`src/rtl/spi_echo_pkg.sv`:
```
// Shared constants for the SPI echo slave: word size, synchroniser depth,
// bit-counter width and the idle levels the synchronisers reset to.
package spi_echo_pkg;

    localparam int unsigned DATA_WIDTH  = 8;
    localparam int unsigned SYNC_STAGES = 2;

    // Counter must be able to hold the value DATA_WIDTH itself
    function automatic int unsigned cnt_width(input int unsigned width);
        return $clog2(width + 1);
    endfunction

    localparam int unsigned CNT_W = cnt_width(DATA_WIDTH);

    localparam logic CS_N_IDLE = 1'b1;
    localparam logic SCLK_IDLE = 1'b0;
    localparam logic MOSI_IDLE = 1'b0;

endpackage

```
`src/rtl/spi_echo_sync.sv`:
```
// N-stage flop synchroniser for an asynchronous single-bit input,
// with a selectable reset level so the line resets to its idle state.
module spi_sync #(
    parameter int unsigned STAGES  = 2,
    parameter logic        RST_VAL = 1'b0
) (
    input  logic clk,
    input  logic rst,
    input  logic d,
    output logic q
);

    logic [STAGES-1:0] ff;

    always_ff @(posedge clk) begin
        if (!rst) begin
            ff <= {STAGES{RST_VAL}};
        end else begin
            ff <= {ff[STAGES-2:0], d};
        end
    end

    assign q = ff[STAGES-1];

endmodule

```
`src/rtl/spi_echo_top.sv`:
```
// SPI mode 0 slave that echoes the last complete received word on MISO
// during the following transaction; all logic runs on the system clock.
module spi_echo_top
    import spi_echo_pkg::*;
#(
    parameter int unsigned DATA_WIDTH  = spi_echo_pkg::DATA_WIDTH,
    parameter int unsigned SYNC_STAGES = spi_echo_pkg::SYNC_STAGES
) (
    input  logic                  clk,
    input  logic                  rst,
    input  logic                  CS_n,
    input  logic                  SCLK,
    input  logic                  MOSI,
    output logic                  MISO,
    output logic [DATA_WIDTH-1:0] rx_data,
    output logic                  rx_valid
);

    localparam int unsigned BIT_CNT_W = cnt_width(DATA_WIDTH);
    localparam logic [BIT_CNT_W-1:0] LAST_BIT = BIT_CNT_W'(DATA_WIDTH - 1);

    logic cs_n_s;
    logic sclk_s;
    logic mosi_s;
    logic sclk_q;
    logic sclk_rise;

    logic [DATA_WIDTH-1:0] echo_reg;
    logic [DATA_WIDTH-1:0] tx_shift;
    logic [DATA_WIDTH-1:0] rx_shift;
    logic [DATA_WIDTH-1:0] rx_next;
    logic [BIT_CNT_W-1:0]  bit_cnt;

    // Equal-depth synchronisers keep MOSI aligned with the SCLK edge it belongs to
    spi_sync #(.STAGES(SYNC_STAGES), .RST_VAL(CS_N_IDLE)) u_sync_cs (
        .clk (clk),
        .rst (rst),
        .d   (CS_n),
        .q   (cs_n_s)
    );

    spi_sync #(.STAGES(SYNC_STAGES), .RST_VAL(SCLK_IDLE)) u_sync_sclk (
        .clk (clk),
        .rst (rst),
        .d   (SCLK),
        .q   (sclk_s)
    );

    spi_sync #(.STAGES(SYNC_STAGES), .RST_VAL(MOSI_IDLE)) u_sync_mosi (
        .clk (clk),
        .rst (rst),
        .d   (MOSI),
        .q   (mosi_s)
    );

    always_ff @(posedge clk) begin
        if (!rst) begin
            sclk_q <= SCLK_IDLE;
        end else begin
            sclk_q <= sclk_s;
        end
    end

    assign sclk_rise = sclk_s & ~sclk_q;
    assign rx_next   = {rx_shift[DATA_WIDTH-2:0], mosi_s};

    // Shift/echo datapath; a partial word is simply dropped when CS_n rises
    always_ff @(posedge clk) begin
        if (!rst) begin
            echo_reg <= '0;
            tx_shift <= '0;
            rx_shift <= '0;
            bit_cnt  <= '0;
            rx_data  <= '0;
            rx_valid <= 1'b0;
        end else begin
            rx_valid <= 1'b0;
            if (cs_n_s) begin
                tx_shift <= echo_reg;
                rx_shift <= '0;
                bit_cnt  <= '0;
            end else if (sclk_rise) begin
                rx_shift <= rx_next;
                if (bit_cnt == LAST_BIT) begin
                    echo_reg <= rx_next;
                    rx_data  <= rx_next;
                    rx_valid <= 1'b1;
                    tx_shift <= rx_next;
                    bit_cnt  <= '0;
                end else begin
                    tx_shift <= {tx_shift[DATA_WIDTH-2:0], 1'b0};
                    bit_cnt  <= bit_cnt + BIT_CNT_W'(1);
                end
            end
        end
    end

    assign MISO = tx_shift[DATA_WIDTH-1];

endmodule

```
`config.mk`:
```
export PLATFORM = sky130hd
export DESIGN_NAME = spi_echo_top
export DESIGN_NICKNAME = d
export VERILOG_FILES = /design/src/rtl/spi_echo_pkg.sv /design/src/rtl/spi_echo_sync.sv /design/src/rtl/spi_echo_top.sv
export SDC_FILE = /design/constraint.sdc
export NUM_CORES = 1
export LEC_CHECK = 0
export ABC_AREA = 1
export ABC_CLOCK_PERIOD_IN_PS = 1500
export CAP_MARGIN = 20
export CORE_ASPECT_RATIO = 1.5
export CORE_MARGIN = 3
export CORE_UTILIZATION = 31
export CTS_BUF_LIST = sky130_fd_sc_hd__clkbuf_2
export DETAILED_ROUTE_END_ITERATION = 10
export DONT_BUFFER_PORTS = 1
export PLACE_DENSITY = 0.45
export SYNTH_ARGS = -nofsm -noshare
export SYNTH_HDL_FRONTEND = slang
export SYNTH_SLANG_ARGS = --single-unit
```
`constraint.sdc`:
```
create_clock -name clk -period 1.5 [get_ports clk]
set_input_delay 0.3 -clock clk [delete_from_list [all_inputs] [get_ports clk]]
set_output_delay 0.3 -clock clk [all_outputs]
set_load 0.02 [all_outputs]
```
==> results.py, run 1 <==
metrics = {
    "run_status": {
        "outcome": "complete, no violations",
    },
    "sta": {
        "hold_ws_ns": 0.0229,
        "finalSetupViolations": 0,
        "slew_viol_final": 0,
        "fin_crit_sh_pct": 89.3,
        "period_needed_ns": 1.34,
        "finalHoldViolations": 0,
        "fmax_mhz": 747,
        "fin_skew_ns": 0.0119,
        "tightest_slew_ns": 0.511,
        "rsz0062_at_grt": "no",
        "fin_tns_setup_ns": 0,
        "relSlewSlack_pct": 65.9,
    },
    "clock_tree": {
        "cts_tree": "yes",
        "cts_max_level": 2,
        "clkLatencyLatePin_ns": 0.37,
        "clk_path_buf_depth": 2,
        "clkSinkCount": 35,
        "clkTransAtPathRegs_ns": 0.18,
        "cts_buffers": 5,
        "root_buffer": "clkbuf_2",
    },
    "final_layout": {
        "area_growth_pct": 10.3,
        "fin_nets": 205,
        "drive_gt1_share_pct": 18.0,
        "instances_no_fill": 264,
        "antennaDiodeCount": 0,
        "final_cell_area_mm2": 0.00167,
        "fillers": 499,
    },
    "worst_setup_path": {
        "cp_data_required_time_ns": 1.76,
        "cp.arrival_ns": 1.60,
        "worstRegToRegCells": 6,
        "crit_path_start_kind": "register",
        "worstPathMaxFanout": 9,
        "cp-end-kind": "register",
        "critPathKind": "register to register",
    },
    "synthesis": {
        "synth_edf_count": 0,
        "yosysMostFrequentCell": "nand2_1",
        "synth_top_area_share_pct": 46.3,
        "synth_commonest_cells": "42 x nand2_1, 35 x dfxtp_1, 20 x nand3_1",
        "ys_seq_elements": 35,
        "yosys.area.top_type": "dfxtp_1",
        "async_reset_ff_share_pct": 0,
        "netlist_area_mm2": 0.00151,
        "synthDistinctLibCells": 22,
        "synthTopCellsByArea": "dfxtp_1 46%, nand2_1 10%, nand3_2 7.3%",
        "netlist_instances": 191,
        "yosysWarnings": 0,
        "ys_seq_area_share_pct": 46.3,
        "ys.flop_type": "dfxtp_1",
        "avgSynthCellArea_um2": 7.93,
        "syn-num-nets": 197,
    },
    "grt": {
        "antenna_found_initial": 0,
        "grt_pass1_wl_um": 5580,
        "grt_max_degree": 17,
        "grt_usage_pct": 12.5,
        "grt_pass1_vias": 1187,
        "gr-total-overflow": 0,
    },
    "place": {
        "place_area_mm2": 0.00156,
        "port_buffers": 0,
        "gp_congestion": 0.778,
        "detailed_place_hpwl_um": 2360,
        "dp.cells": 252,
    },
    "detailed_routing": {
        "drc": 0,
        "via_count": 1183,
        "antenna_left": 0,
        "wirelength_um": 3270,
        "drt-initial-drc-count": 9,
        "vias_per_cell": 4.48,
        "wl_per_cell_um": 12.4,
        "drt-pass1-iter-count": 4,
    },
    "floorplanning": {
        "start_util_pct": 32.8,
        "die_w_um": 63.1,
        "die-area_mm2": 0.00578,
        "core_mm2": 0.00462,
        "pin_count": 15,
        "die_y_um": 91.6,
        "rows": 30,
    },
    "run": {
        "drv_cap": 0,
    },
    "hold_path": {
        "min_path_cells": 2,
        "min_path_type": "input port to register",
    },
    "power_and_ir_drop": {
        "vdd_drop_max_mv": 0.349,
        "powerDensity_mw_per_mm2": 959,
        "power_leakage_uw": 0.000726,
        "fin_total_pwr_uw": 1600,
    },
}
==> layout make-up <==
| class | instances | area, um2 | area share (%) |
|---|---|---|---|
| Sequential cell | 35 | 702 | 42.0 |
| Timing Repair Buffer | 7 | 62.6 | 3.75 |
| Clock buffer | 5 | 25.0 | 1.50 |
| Clock inverter | 3 | 38.8 | 2.32 |
| Tap cell | 64 | 80.1 | 4.79 |
| Inverter | 27 | 104 | 6.22 |
| Multi-Input combinational cell | 123 | 658 | 39.4 |
==> power breakdown <==
group | switching (uW) | internal (uW) | total [uW]
combinational | 40.6 | 21.4 | 61.9
sequential | 8.73 | 941 | 949
clock | 316 | 275 | 591
total | 366 | 1240 | 1600
==> critical path, stage by stage (launching register included) <==
cell and delay [ns]:
dfxtp_1 0.40, ha_2 0.22, nand2_2 0.10, nor2_8 0.18, nand2_2 0.15, nand2_1 0.11, a21oi_1 0.06
==> metrics by stage <==
stage,setup WS (ns),util [%]
2_1_floorplan,0.314,-
6_report,0.161,36.2
3_3_place_gp,0.163,33.8
3_5_place_dp,0.138,33.8
4_1_cts,0.106,36.1
5_1_grt,0.0166,36.2
==> cells in the final DEF, fill, tap and decap left out, drive strengths merged <==
cell / n
dfxtp: 35
o21ai: 10
clkbuf: 5
clkinv: 9
nand2: 46
a31o: 1
inv: 20
bufinv: 1
nor2: 21
buf: 3
dlygate4sd3: 4
a21oi: 11
or2: 2
nand3: 31
ha: 1
==> kinds of logic (layout without fill, tap and decap cells) <==
family / count (synthesis) / count (layout) / share of synthesized area [%]
adders and majority gates: 1 / 1 / 0.826
AOI/OAI and AO/OA: 22 / 22 / 7.52
buffers and inverters: 33 / 42 / 10.4
and+or+nand+nor: 100 / 100 / 35.0
DFF: 35 / 35 / 46.3
==> worst paths after layout <==
path / end / startpoint / slack (ns)
setup / recovery: echo_reg[1]$_SDFFE_PN0P_ / bit_cnt[1]$_SDFFE_PP0P_ / 0.16
hold / removal: tx_shift[3]$_SDFFE_PN0P_ / rst / 0.02
setup reg to reg: echo_reg[1]$_SDFFE_PN0P_ / bit_cnt[1]$_SDFFE_PP0P_ / 0.16
hold reg to reg: u_sync_cs.ff[1]$_SDFF_PN1_ / u_sync_cs.ff[0]$_SDFF_PN1_ / 0.43
==> layer usage <==
layer,share of wire [%],up-vias,wire [um],track usage [%]
met3,3.2,6,104,3.09
li1,-,615,-,-
met5,0,-,0,0
met1,41,544,1330,13.0
met2,54,18,1770,22.8
met4,2.1,0,68,6.08
==> repair_timing <==
item,CTS,global route
hold endpoints to repair,10,0
buffers inserted,0,0
hold buffers,4,0
setup endpoints to repair,0,3
resized for setup,0,2
Note: power is estimated with default switching activity, not from simulation.
==> inputs of run 2 (changes only) <==
--- a/config.mk
+++ b/config.mk
@@ -15,6 +15,7 @@
 export DETAILED_ROUTE_END_ITERATION = 10
 export DONT_BUFFER_PORTS = 1
 export PLACE_DENSITY = 0.45
+export SKIP_CTS_REPAIR_TIMING = 1
 export SYNTH_ARGS = -nofsm -noshare
 export SYNTH_HDL_FRONTEND = slang
 export SYNTH_SLANG_ARGS = --single-unit
==> results.py, run 2 (same netlist as run 1, synthesis figures left out) <==
metrics = {
    "run_status": {
        "outcome": "complete, no violations",
    },
    "worst_setup_path": {
        "r2r_slack_ns": 0.16,
        "worstRegToRegCells": 6,
        "cp-end-kind": "register",
        "startpoint": "rst",
        "crit_family": "buffers and inverters",
        "cp_slowest_cell": "dlygate4sd3_1",
        "crit_chain": "dlygate4sd3_1 -> nand2_1 -> dlygate4sd3_1 -> inv_1",
        "crit_path_max_incr_delay_ns": 0.76,
        "crit_buf_inv": 3,
        "worst-path-stages": 4,
        "crit_end": "u_sync_sclk.ff[0]$_SDFF_PN0_",
        "crit_path_start_kind": "input port",
        "cp_common_cell": "dlygate4sd3_1",
        "critPathKind": "input port to register",
        "cp_data_required_time_ns": 1.84,
        "r2r-start": "bit_cnt[1]$_SDFFE_PP0P_",
        "cp.arrival_ns": 1.77,
        "regToRegEndpoint": "echo_reg[1]$_SDFFE_PN0P_",
        "worstPathMaxFanout": 8,
    },
    "run": {
        "drv_cap": 0,
    },
    "final_layout": {
        "area_growth_pct": 11.0,
        "instances_no_fill": 265,
        "drive_gt1_share_pct": 17.9,
        "fin_nets": 206,
        "antennaDiodeCount": 0,
        "mostFrequentLayoutCells": "42 x nand2_1, 34 x dfxtp_1, 20 x nand3_1",
        "final_cell_area_mm2": 0.00168,
        "layout_commonest_cell": "nand2_1",
    },
    "detailed_routing": {
        "wl_per_cell_um": 12.5,
        "drt-initial-drc-count": 17,
        "drc": 0,
        "drt-pass1-iter-count": 4,
        "antenna_left": 0,
        "vias_per_cell": 4.52,
        "dr_wl_met3_um": 100,
        "via_count": 1198,
        "top_layer": "met4",
        "wl_met1_um": 1340,
        "wl_met2_um": 1830,
        "wirelength_um": 3320,
    },
    "grt": {
        "gr-total-overflow": 0,
        "antenna_found_initial": 0,
        "grt_max_degree": 17,
        "grt_pass1_wl_um": 5440,
        "grt_usage_pct": 12.1,
        "grt_pass1_vias": 1166,
    },
    "clock_tree": {
        "clk_path_buf_depth": 2,
        "cts_max_level": 2,
        "clkSinkCount": 35,
        "clkTransAtPathRegs_ns": 0.18,
        "clkLatencyLatePin_ns": 0.37,
        "cts_tree": "yes",
        "root_buffer": "clkbuf_2",
        "cts_buffers": 5,
    },
    "power_and_ir_drop": {
        "power.switching_uw": 362,
        "p_clk_share_pct": 36.7,
        "vdd_drop_max_mv": 0.349,
        "swShare_pct": 22.6,
        "power_leakage_uw": 0.000729,
        "power.internal_uw": 1240,
        "seqPwrFrac_pct": 59.3,
        "power.share.combinational_pct": 4.0,
        "powerDensity_mw_per_mm2": 952,
    },
    "floorplanning": {
        "die_w_um": 63.1,
        "start_util_pct": 32.8,
        "core_mm2": 0.00462,
        "die_y_um": 91.6,
        "pin_count": 15,
        "rows": 30,
        "die-area_mm2": 0.00578,
    },
    "sta": {
        "finalHoldViolations": 0,
        "finalSetupViolations": 0,
        "setup_ws_ns": 0.0730,
        "relSlewSlack_pct": 65.9,
        "fin_tns_setup_ns": 0,
        "fmax_mhz": 701,
        "fin_crit_sh_pct": 95.1,
        "fin_skew_ns": 0.0143,
        "slew_viol_final": 0,
        "tightest_slew_ns": 0.511,
        "period_needed_ns": 1.43,
        "rsz0062_at_grt": "no",
    },
    "place": {
        "dp.cells": 252,
        "port_buffers": 0,
        "detailed_place_hpwl_um": 2360,
        "gp_congestion": 0.778,
        "dp_slack_ns": 0.138,
        "place_area_mm2": 0.00156,
    },
    "hold_path": {
        "min_path_type": "input port to register",
    },
}
-- run 2: changes by cell type in the layout (fill, tap and decap cells not counted), sizes merged --
| cell | delta |
|---|---|
| dlygate4sd3 | +1 |
-- run 2: layout make-up --
type | count | area, um2
timing repair buffer | 8 | 72.6
clock inverter | 3 | 38.8
tap | 64 | 80.1
sequential | 35 | 702
clock buffer | 5 | 25.0
fill | 500 | 2940
multi-input combinational | 123 | 658
inverter | 27 | 104
-- run 2: stage by stage --
stage	hold WS (ns)	util, %	power [uW]
floorplan	0.390	-	1010
global placement	0.392	33.8	1020
detailed placement	0.402	33.8	1020
CTS	-0.0276	35.2	1620
global route	0.00257	36.4	1670
finish	0.0278	36.4	1600
-- run 2: power by group through the flow --
| stage | Combinational, uW | Sequential, uW | Clock, uW |
|---|---|---|---|
| floorplan | 48.4 | 965 | 0 |
| global placement | 49.6 | 969 | 0 |
| detailed placement | 50.5 | 969 | 0 |
| CTS | 50.6 | 950 | 619 |
| global route | 71.2 | 952 | 646 |
| finish | 64.1 | 949 | 586 |
-- run 2: how the worst min path moves through the flow --
| stage | from | to | slack [ns] | depth (start not counted) |
|---|---|---|---|---|
| floorplan | u_sync_mosi.ff[0]$_SDFF_PN0_ | u_sync_mosi.ff[1]$_SDFF_PN0_ | 0.39 | 2 |
| global placement | u_sync_sclk.ff[0]$_SDFF_PN0_ | u_sync_sclk.ff[1]$_SDFF_PN0_ | 0.39 | 2 |
| detailed placement | u_sync_mosi.ff[0]$_SDFF_PN0_ | u_sync_mosi.ff[1]$_SDFF_PN0_ | 0.40 | 2 |
| CTS | rst | u_sync_sclk.ff[1]$_SDFF_PN0_ | -0.03 | 2 |
| global route | rst | tx_shift[7]$_SDFFE_PN0P_ | 0.003 | 2 |
| finish | rst | tx_shift[7]$_SDFFE_PN0P_ | 0.03 | 2 |
-- run 2: per-layer routing --
metal,up-vias,track usage (%)
met4,0,6.08
met1,562,12.6
met2,15,22.0
met5,-,0
met3,6,3.09
li1,615,-
==> inputs of run 3 (changes only) <==
--- a/config.mk
+++ b/config.mk
@@ -6,16 +6,16 @@
 export NUM_CORES = 1
 export LEC_CHECK = 0
 export ABC_AREA = 1
-export ABC_CLOCK_PERIOD_IN_PS = 1500
 export CAP_MARGIN = 20
 export CORE_ASPECT_RATIO = 1.5
 export CORE_MARGIN = 3
 export CORE_UTILIZATION = 31
-export CTS_BUF_LIST = sky130_fd_sc_hd__clkbuf_2
+export CTS_BUF_LIST = sky130_fd_sc_hd__clkbuf_16
 export DETAILED_ROUTE_END_ITERATION = 10
 export DONT_BUFFER_PORTS = 1
 export PLACE_DENSITY = 0.45
 export SKIP_CTS_REPAIR_TIMING = 1
+export SLEW_MARGIN = 20
 export SYNTH_ARGS = -nofsm -noshare
 export SYNTH_HDL_FRONTEND = slang
 export SYNTH_SLANG_ARGS = --single-unit
==> results.py, run 3 (same netlist as run 1, synthesis figures left out) <==
metrics = {
    "floorplanning": {
        "die_y_um": 91.6,
        "core_mm2": 0.00462,
        "rows": 30,
        "die-area_mm2": 0.00578,
        "pin_count": 15,
        "die_w_um": 63.1,
        "start_util_pct": 32.8,
    },
    "detailed_routing": {
        "wirelength_um": 3150,
        "via_count": 1163,
        "drt-pass1-iter-count": 4,
        "drc": 0,
        "wl_per_cell_um": 12.1,
        "antenna_left": 0,
        "drt-initial-drc-count": 7,
        "vias_per_cell": 4.47,
    },
    "hold_path": {
        "min_path_type": "input port to register",
    },
    "sta": {
        "finalSetupViolations": 0,
        "period_needed_ns": 1.35,
        "fin_tns_setup_ns": 0,
        "fin_crit_sh_pct": 89.7,
        "slew_viol_final": 0,
        "hold_ws_ns": 0.119,
        "fmax_mhz": 743,
        "tightest_slew_ns": 0.506,
        "rsz0062_at_grt": "no",
        "finalHoldViolations": 0,
        "relSlewSlack_pct": 66.2,
        "fin_skew_ns": 0.00359,
    },
    "place": {
        "gp_congestion": 0.778,
        "detailed_place_hpwl_um": 2360,
        "place_area_mm2": 0.00156,
        "port_buffers": 0,
    },
    "final_layout": {
        "area_growth_pct": 14.0,
        "final_cell_area_mm2": 0.00173,
        "layout_commonest_cell": "nand2_1",
        "mostFrequentLayoutCells": "42 x nand2_1, 35 x dfxtp_1, 20 x nand3_1",
        "drive_gt1_share_pct": 17.3,
        "antennaDiodeCount": 0,
        "fin_nets": 201,
        "fillers": 487,
    },
    "grt": {
        "grt_pass1_wl_um": 5410,
        "grt_usage_pct": 12.1,
        "antenna_found_initial": 0,
        "gr-total-overflow": 0,
        "grt_pass1_vias": 1158,
        "grt_max_degree": 17,
    },
    "run": {
        "drv_cap": 0,
    },
    "worst_setup_path": {
        "cp-end-kind": "register",
        "critPathKind": "register to register",
        "worstPathMaxFanout": 9,
        "crit_path_start_kind": "register",
        "cp_data_required_time_ns": 1.64,
        "cp.arrival_ns": 1.49,
    },
    "clock_tree": {
        "cts_buffers": 5,
        "clkLatencyLatePin_ns": 0.27,
        "root_buffer": "clkbuf_16",
        "cts_max_level": 2,
        "cts_tree": "yes",
        "clk_path_buf_depth": 2,
        "clkTransAtPathRegs_ns": 0.05,
        "clkSinkCount": 35,
    },
    "power_and_ir_drop": {
        "vdd_drop_max_mv": 0.698,
        "power_leakage_uw": 0.000753,
        "powerDensity_mw_per_mm2": 1240,
    },
    "run_status": {
        "outcome": "complete, no violations",
    },
}
-- run 3: power breakdown --
part / internal (uW) / switching [uW] / total [uW]
Combinational: 14.5 / 35.2 / 49.7
Clock: 774 / 364 / 1140
Sequential: 940 / 8.65 / 949
Total: 1730 / 407 / 2140
-- run 3: layer usage --
layer	wire, um	part of all wire [%]	vias to the layer above	track usage, %
met4	55	1.7	0	5.52
met3	107	3.4	5	3.09
met2	1690	54	17	22.1
met5	0	0	-	0
li1	-	-	607	-
met1	1300	41	534	12.6
-- run 3: critical path, cell delays in order, from the launching register on --
cell,delay (ns)
dfxtp_1,0.37
ha_1,0.23
nand2_2,0.12
nor2_8,0.18
nand2_2,0.15
nand2_1,0.11
a21oi_1,0.06
-- run 3: cell type report --
cell class | count | area (um2) | share of cell area [%]
Sequential cell | 35 | 701 | 40.6
Timing Repair Buffer | 3 | 22.5 | 1.30
Tap cell | 64 | 80.1 | 4.64
Inverter | 27 | 104 | 6.01
Clock buffer | 5 | 125 | 7.25
Multi-Input combinational cell | 123 | 656 | 38.0
Clock inverter | 3 | 38.8 | 2.25
-- run 3: stage by stage --
stage | total power [uW] | utilization, % | instances | setup WS [ns]
after floorplan | 1010 | - | 191 | 0.314
after global placement | 1020 | 33.8 | 252 | 0.163
after detailed placement | 1020 | 33.8 | 252 | 0.138
after CTS | 2170 | 37.4 | 260 | 0.131
after global routing | 2200 | 37.4 | 260 | 0.0191
final | 2140 | 37.4 | 260 | 0.154
-- run 3: final timing paths --
| check | slack [ns] | startpoint | cells after the start | end |
|---|---|---|---|---|
| worst max-delay path | 0.15 | bit_cnt[0]$_SDFFE_PP0P_ | 6 | echo_reg[1]$_SDFFE_PN0P_ |
| worst min-delay path | 0.12 | rst | 2 | u_sync_sclk.ff[1]$_SDFF_PN0_ |
| worst max register to register | 0.15 | bit_cnt[0]$_SDFFE_PP0P_ | 6 | echo_reg[1]$_SDFFE_PN0P_ |
| worst min register to register | 0.41 | u_sync_cs.ff[0]$_SDFF_PN1_ | 1 | u_sync_cs.ff[1]$_SDFF_PN1_ |
